$ cat config.mk
export PLATFORM = sky130hd
export DESIGN_NAME = lrf_frame_sink
export DESIGN_NICKNAME = d
export VERILOG_FILES = /design/src/rtl/lrf_frame_sink.sv
export SDC_FILE = /design/constraint.sdc
export NUM_CORES = 1
export LEC_CHECK = 0
export ABC_CLOCK_PERIOD_IN_PS = 6000
export BUFFER_PORTS_ARGS = -buffer_cell sky130_fd_sc_hd__buf_2
export CAP_MARGIN = 15
export CELL_PAD_IN_SITES_DETAIL_PLACEMENT = 1
export CELL_PAD_IN_SITES_GLOBAL_PLACEMENT = 2
export CORE_ASPECT_RATIO = 0.8
export CORE_UTILIZATION = 33
export DETAILED_ROUTE_END_ITERATION = 10
export PLACE_DENSITY_LB_ADDON = 0.3
export SYNTH_ARGS = -nofsm -noshare
export SYNTH_HDL_FRONTEND = slang
export SYNTH_SLANG_ARGS = --single-unit
$ cat constraint.sdc
create_clock -name s_axis_aclk -period 6 [get_ports s_axis_aclk]
set_clock_uncertainty 0.15 [all_clocks]
set_input_delay 0.3 -clock s_axis_aclk [delete_from_list [all_inputs] [get_ports s_axis_aclk]]
set_output_delay 0.3 -clock s_axis_aclk [all_outputs]
set_load 0.01 [all_outputs]
$ cat src/rtl/lrf_frame_sink.sv
// AXI-Stream frame sink: writes LRF output frames into a ring of memory slots and checks frame length against tlast.
// Optional per-frame pixel checksum is built only when LRF_SINK_CHECKSUM_EN is defined.
module lrf_frame_sink #(
    parameter  int unsigned PIXELS_PER_BEAT = 16,
    parameter  int unsigned PIXEL_WIDTH     = 8,
    parameter  int unsigned IMAGE_DIM       = 512,
    parameter  int unsigned N_SLOTS         = 4,
    localparam int unsigned WORD_WIDTH      = PIXELS_PER_BEAT * PIXEL_WIDTH,
    localparam int unsigned WORDS_PER_IMAGE = IMAGE_DIM * IMAGE_DIM / PIXELS_PER_BEAT,
    localparam int unsigned ADDR_WIDTH      = $clog2(N_SLOTS * WORDS_PER_IMAGE),
    localparam int unsigned SLOT_WIDTH      = (N_SLOTS > 1) ? $clog2(N_SLOTS) : 1
) (
    input  logic                  s_axis_aclk,
    input  logic                  s_axis_aresetn,
    input  logic [WORD_WIDTH-1:0] s_axis_tdata,
    input  logic                  s_axis_tvalid,
    output logic                  s_axis_tready,
    input  logic                  s_axis_tlast,
    output logic                  mem_wr_valid,
    input  logic                  mem_wr_ready,
    output logic [ADDR_WIDTH-1:0] mem_wr_addr,
    output logic [WORD_WIDTH-1:0] mem_wr_data,
    input  logic                  enable,
    input  logic                  err_clear,
    output logic                  frame_done,
    output logic [SLOT_WIDTH-1:0] frame_slot,
    output logic [31:0]           frame_count,
    output logic                  err_short,
    output logic                  err_long,
    output logic [31:0]           frame_checksum
);

    localparam int unsigned BEAT_WIDTH = (WORDS_PER_IMAGE > 1) ? $clog2(WORDS_PER_IMAGE) : 1;

    typedef enum logic [1:0] {
        ST_IDLE  = 2'd0,
        ST_RECV  = 2'd1,
        ST_DRAIN = 2'd2
    } state_t;

    state_t                state;
    logic [BEAT_WIDTH-1:0] beat_cnt;
    logic [SLOT_WIDTH-1:0] slot;
    logic                  accept_c;
    logic                  last_beat_c;
    logic [ADDR_WIDTH-1:0] wr_addr_c;
    logic [SLOT_WIDTH-1:0] next_slot_c;

    // Ready is combinational so a draining write stage can take a new beat in the same cycle.
    always_comb begin
        s_axis_tready = 1'b0;
        case (state)
            ST_RECV:  s_axis_tready = !mem_wr_valid || mem_wr_ready;
            ST_DRAIN: s_axis_tready = 1'b1;
            default:  s_axis_tready = 1'b0;
        endcase
    end

    assign accept_c    = s_axis_tvalid && s_axis_tready;
    assign last_beat_c = (beat_cnt == BEAT_WIDTH'(WORDS_PER_IMAGE - 1));
    assign wr_addr_c   = ADDR_WIDTH'(32'(slot) * WORDS_PER_IMAGE + 32'(beat_cnt));
    assign next_slot_c = (slot == SLOT_WIDTH'(N_SLOTS - 1)) ? '0 : slot + SLOT_WIDTH'(1);

    // Frame FSM, write stage and status reporting.
    always_ff @(posedge s_axis_aclk or negedge s_axis_aresetn) begin
        if (!s_axis_aresetn) begin
            state        <= ST_IDLE;
            beat_cnt     <= '0;
            slot         <= '0;
            mem_wr_valid <= 1'b0;
            mem_wr_addr  <= '0;
            mem_wr_data  <= '0;
            frame_done   <= 1'b0;
            frame_slot   <= '0;
            frame_count  <= '0;
            err_short    <= 1'b0;
            err_long     <= 1'b0;
        end else begin
            frame_done <= 1'b0;
            if (mem_wr_valid && mem_wr_ready) begin
                mem_wr_valid <= 1'b0;
            end
            // Clear first so an error raised in the same cycle wins.
            if (err_clear) begin
                err_short <= 1'b0;
                err_long  <= 1'b0;
            end
            case (state)
                ST_IDLE: begin
                    if (enable) begin
                        state <= ST_RECV;
                    end
                end
                ST_RECV: begin
                    if (accept_c) begin
                        mem_wr_valid <= 1'b1;
                        mem_wr_addr  <= wr_addr_c;
                        mem_wr_data  <= s_axis_tdata;
                        if (last_beat_c && s_axis_tlast) begin
                            frame_done  <= 1'b1;
                            frame_slot  <= slot;
                            frame_count <= frame_count + 32'd1;
                            slot        <= next_slot_c;
                            beat_cnt    <= '0;
                            if (!enable) begin
                                state <= ST_IDLE;
                            end
                        end else if (last_beat_c) begin
                            err_long <= 1'b1;
                            state    <= ST_DRAIN;
                        end else if (s_axis_tlast) begin
                            // Short frame: the slot is reused by the next frame.
                            err_short <= 1'b1;
                            beat_cnt  <= '0;
                        end else begin
                            beat_cnt <= beat_cnt + BEAT_WIDTH'(1);
                        end
                    end
                end
                ST_DRAIN: begin
                    if (accept_c && s_axis_tlast) begin
                        beat_cnt <= '0;
                        state    <= enable ? ST_RECV : ST_IDLE;
                    end
                end
                default: state <= ST_IDLE;
            endcase
        end
    end

`ifdef LRF_SINK_CHECKSUM_EN
    logic [31:0] beat_sum_c;
    logic [31:0] csum_acc;

    always_comb begin
        beat_sum_c = '0;
        for (int unsigned i = 0; i < PIXELS_PER_BEAT; i++) begin
            beat_sum_c = beat_sum_c + 32'(s_axis_tdata[i*PIXEL_WIDTH +: PIXEL_WIDTH]);
        end
    end

    // Running pixel sum of the frame; published with frame_done, discarded on framing errors.
    always_ff @(posedge s_axis_aclk or negedge s_axis_aresetn) begin
        if (!s_axis_aresetn) begin
            csum_acc       <= '0;
            frame_checksum <= '0;
        end else if (state == ST_RECV && accept_c) begin
            if (last_beat_c && s_axis_tlast) begin
                frame_checksum <= csum_acc + beat_sum_c;
                csum_acc       <= '0;
            end else if (last_beat_c || s_axis_tlast) begin
                csum_acc <= '0;
            end else begin
                csum_acc <= csum_acc + beat_sum_c;
            end
        end
    end
`else
    assign frame_checksum = 32'd0;
`endif

endmodule

==> results.tsv <==
metric	value	unit
crit_fanout	13	
synthCells	626	
critPathMaxStageDelay	0.58	ns
avgSynthCellArea	13.6	sq um
cts_setup_buffers	0	
synth_area_leaders	dfrtp_1, mux2_1, buf_4	
post-synth-top-area-cell	dfrtp_1	
synth_top_family_by_area	multiplexers	
synth_commonest_cells	dfrtp_1, mux2_1, buf_4, nand2_1, nor2_1	
clk_latency	0.43	ns
grt_usage	0.198	
cts_tree	built	
core.rowCount	52	
cap_violations	0	
clk_pin_slew	0.07	ns
die_y	146	microns
cts_buffer_depth	2	
synth.yosys.warnings	0	
core	25300	sq um
synth.top_cell.area_share	0.587	
grt_max_degree	130	
grt_antenna_before_repair	1	
wl_per_cell	17.9	microns
crit_cells	7	
tightest_slew	0.993	ns
drcViolationCount	0	
synthAdderAreaFrac	0.0103	
start_kind	register	
worstPathCellList	inv_1 > ha_1 > nor3b_2 > a211o_1 > nor2_1 > a211oi_1 > a21o_1	
ys_types	48	
finalMaxSlewViolations	0	
worstReg2RegEnd	beat_cnt[7]$_DFFE_PN0P_	
yosysSeqAreaShare	0.587	
rr_worst_depth	7	
p_leak	6.05	nW
setup_tns	0	ns
layout.nets	1211	
min_path_type	in2reg	
power_density	403	nW/um^2
relSlewSlack	0.338	
synth_edf_count	0	
num_vias	6499	
status	finished, final reports clean	
min_period	2.63	ns
postSynth.asyncResetShare	1.00	
fmax	0.381	GHz
crit_type	reg2reg	
r2r_setup_slack	3.37	ns
timing.final.crit_share	0.438	
r2r_start	state[0]$_DFFE_PN0P_	
overflow	0	
grt_pass1_vias	7058	
floorplan.initialDensity	0.337	
worstHoldPathCells	3	
dr.pass1.iters	4	
power	4.91	mW
nFillCells	2729	
root_buffer	clkbuf_16	
endpoint_kind	register	
areaGrowthSynthToFinish	43.0	%
hold_viol_final	0	
grt_pass1_wl	40200	microns
cts_buffers	17	
via_per_inst	4.62	
synthSimpleGateAreaFrac	0.104	
cp_slowest_cell	a211o_1	
cts.sinks	200	
synth_seq_cells	200	
synthMuxAreaShare	0.193	
synth_flop_cell	dfrtp_1	
path_buf_inv	1	
worst_hold_slack	0.106	ns
vdd_ir_drop_max	0.263	mV
antenna_left	0	
synth_xor_area_frac	0.0432	
synth-compound-area-share	0.0126	
cts.htree.levels	4	
startpoint	state[0]$_DFFE_PN0P_	
setup_viol	0	
wl	25200	microns
arrival	2.85	ns
synth.most_common_cell	dfrtp_1	
io_pins	350	
syn_area	8520	sq um
drt_iter0_drc	251	
layout-drive-gt1-share	0.360	
io_buffers	317	
fp.dieW	182	microns
gp_congestion	0.779	
dpl.hpwl	16700	microns
die-area	26500	sq um
path_delay_family	compound AO/OA/AOI/OAI gates	
critPathCapture	beat_cnt[7]$_DFFE_PN0P_	
cp.required	6.22	ns
rsz0062_at_grt	no	
[how the worst min path moves through the flow]
| stage | slack, ns | startpoint | endpoint |
|---|---|---|---|
| final | 0.11 | mem_wr_ready | mem_wr_valid$_DFF_PN0_ |
| after global routing | 0.09 | mem_wr_ready | mem_wr_valid$_DFF_PN0_ |
| after CTS | 0.08 | mem_wr_ready | mem_wr_valid$_DFF_PN0_ |
| after detailed placement | 0.20 | s_axis_aresetn | mem_wr_data[57]$_DFFE_PN0P_ |
| after global placement | 0.20 | s_axis_aresetn | mem_wr_data[57]$_DFFE_PN0P_ |
| after floorplan | -0.15 | s_axis_aresetn | beat_cnt[0]$_DFFE_PN0P_ |
[cells in the final DEF (no fill, tap or decap), drive strengths merged, types with 2 or more instances in the layout]
cell type,instances
buf,320
dfrtp,200
mux2,146
dlygate4sd3,130
nand2,38
conb,32
nor2,31
xnor2,25
clkbuf,20
nand3,18
xor2,17
nand4,14
inv,13
nor3,12
nor4,11
ha,7
and4,7
a21oi,4
clkinv,4
clkinvlp,3
or3,3
nor4b,3
nor3b,2
or2,2
o22ai,2
and3,2
a211o,2
a21o,2
bufinv,2
o21ai,2
[state kept, by name, indices dropped and copies added, names as in the netlist, 2 cells and up]
| signal | flops |
|---|---|
| frame_slot | 2 |
| mem_wr_addr | 16 |
| state | 2 |
| frame_count | 32 |
| beat_cnt | 14 |
| mem_wr_data | 128 |
| slot | 2 |
[area by class of cell]
class                      count  area (sq um)  share of cell area
sequential                   200          5000               0.411
multi-input combinational    390          3220               0.264
timing repair buffer         451          2940               0.241
clock buffer                  19           443              0.0363
tap                          324           405              0.0333
clock inverter                13           141              0.0116
inverter                       9          36.3             0.00298
antenna                        1          2.50            0.000205
[cells by family (layout without fill, tap and decap cells)]
kind of cell / count (synthesis) / after routing
buffers and inverters: 67 / 492
multiplexers: 146 / 146
XOR/XNOR: 42 / 42
AO/OA/AOI/OAI: 16 / 16
other: 1 / 33
adder cells (fa/ha/maj): 7 / 7
AND/OR/NAND/NOR: 147 / 147
flip-flops: 200 / 200
[what timing repair did]
action	4_1_cts	5_1_grt
hold endpoints to repair	199	0
gates resized for setup	0	0
hold buffers	130	0
[through the flow]
stage          utilization  worst slack (ns)  area, sq um  std cells
2_1_floorplan            -              3.81         8640        657
3_3_place_gp         0.407              3.42        10300       1244
3_5_place_dp         0.407              3.36        10300       1244
4_1_cts              0.482              3.35        12200       1406
5_1_grt              0.482              3.18        12200       1407
6_report             0.482              3.37        12200       1407
[report_power, final]
| group | internal [mW] | total [mW] | switching (mW) |
|---|---|---|---|
| clock network | 0.630 | 1.17 | 0.540 |
| logic | 0.779 | 1.67 | 0.894 |
| registers | 1.82 | 2.06 | 0.243 |
[layer usage]
layer,track usage,vias to the layer above,part of all wire
li1,-,2993,-
met3,0.0450,45,0.044
met1,0.242,3248,0.42
met5,0,-,0
met4,0.0886,0,0.035
met2,0.334,213,0.50
[worst reg2reg max path: cells and delay by family (launching register included)]
kind | cells | cell delay (ns)
AOI/OAI and AO/OA | 3 | 0.93
adders and majority gates | 1 | 0.32
buffers and inverters | 1 | 0.09
and+or+nand+nor | 2 | 0.68
DFF | 1 | 0.39
Note: power is estimated with default switching activity, not from simulation.
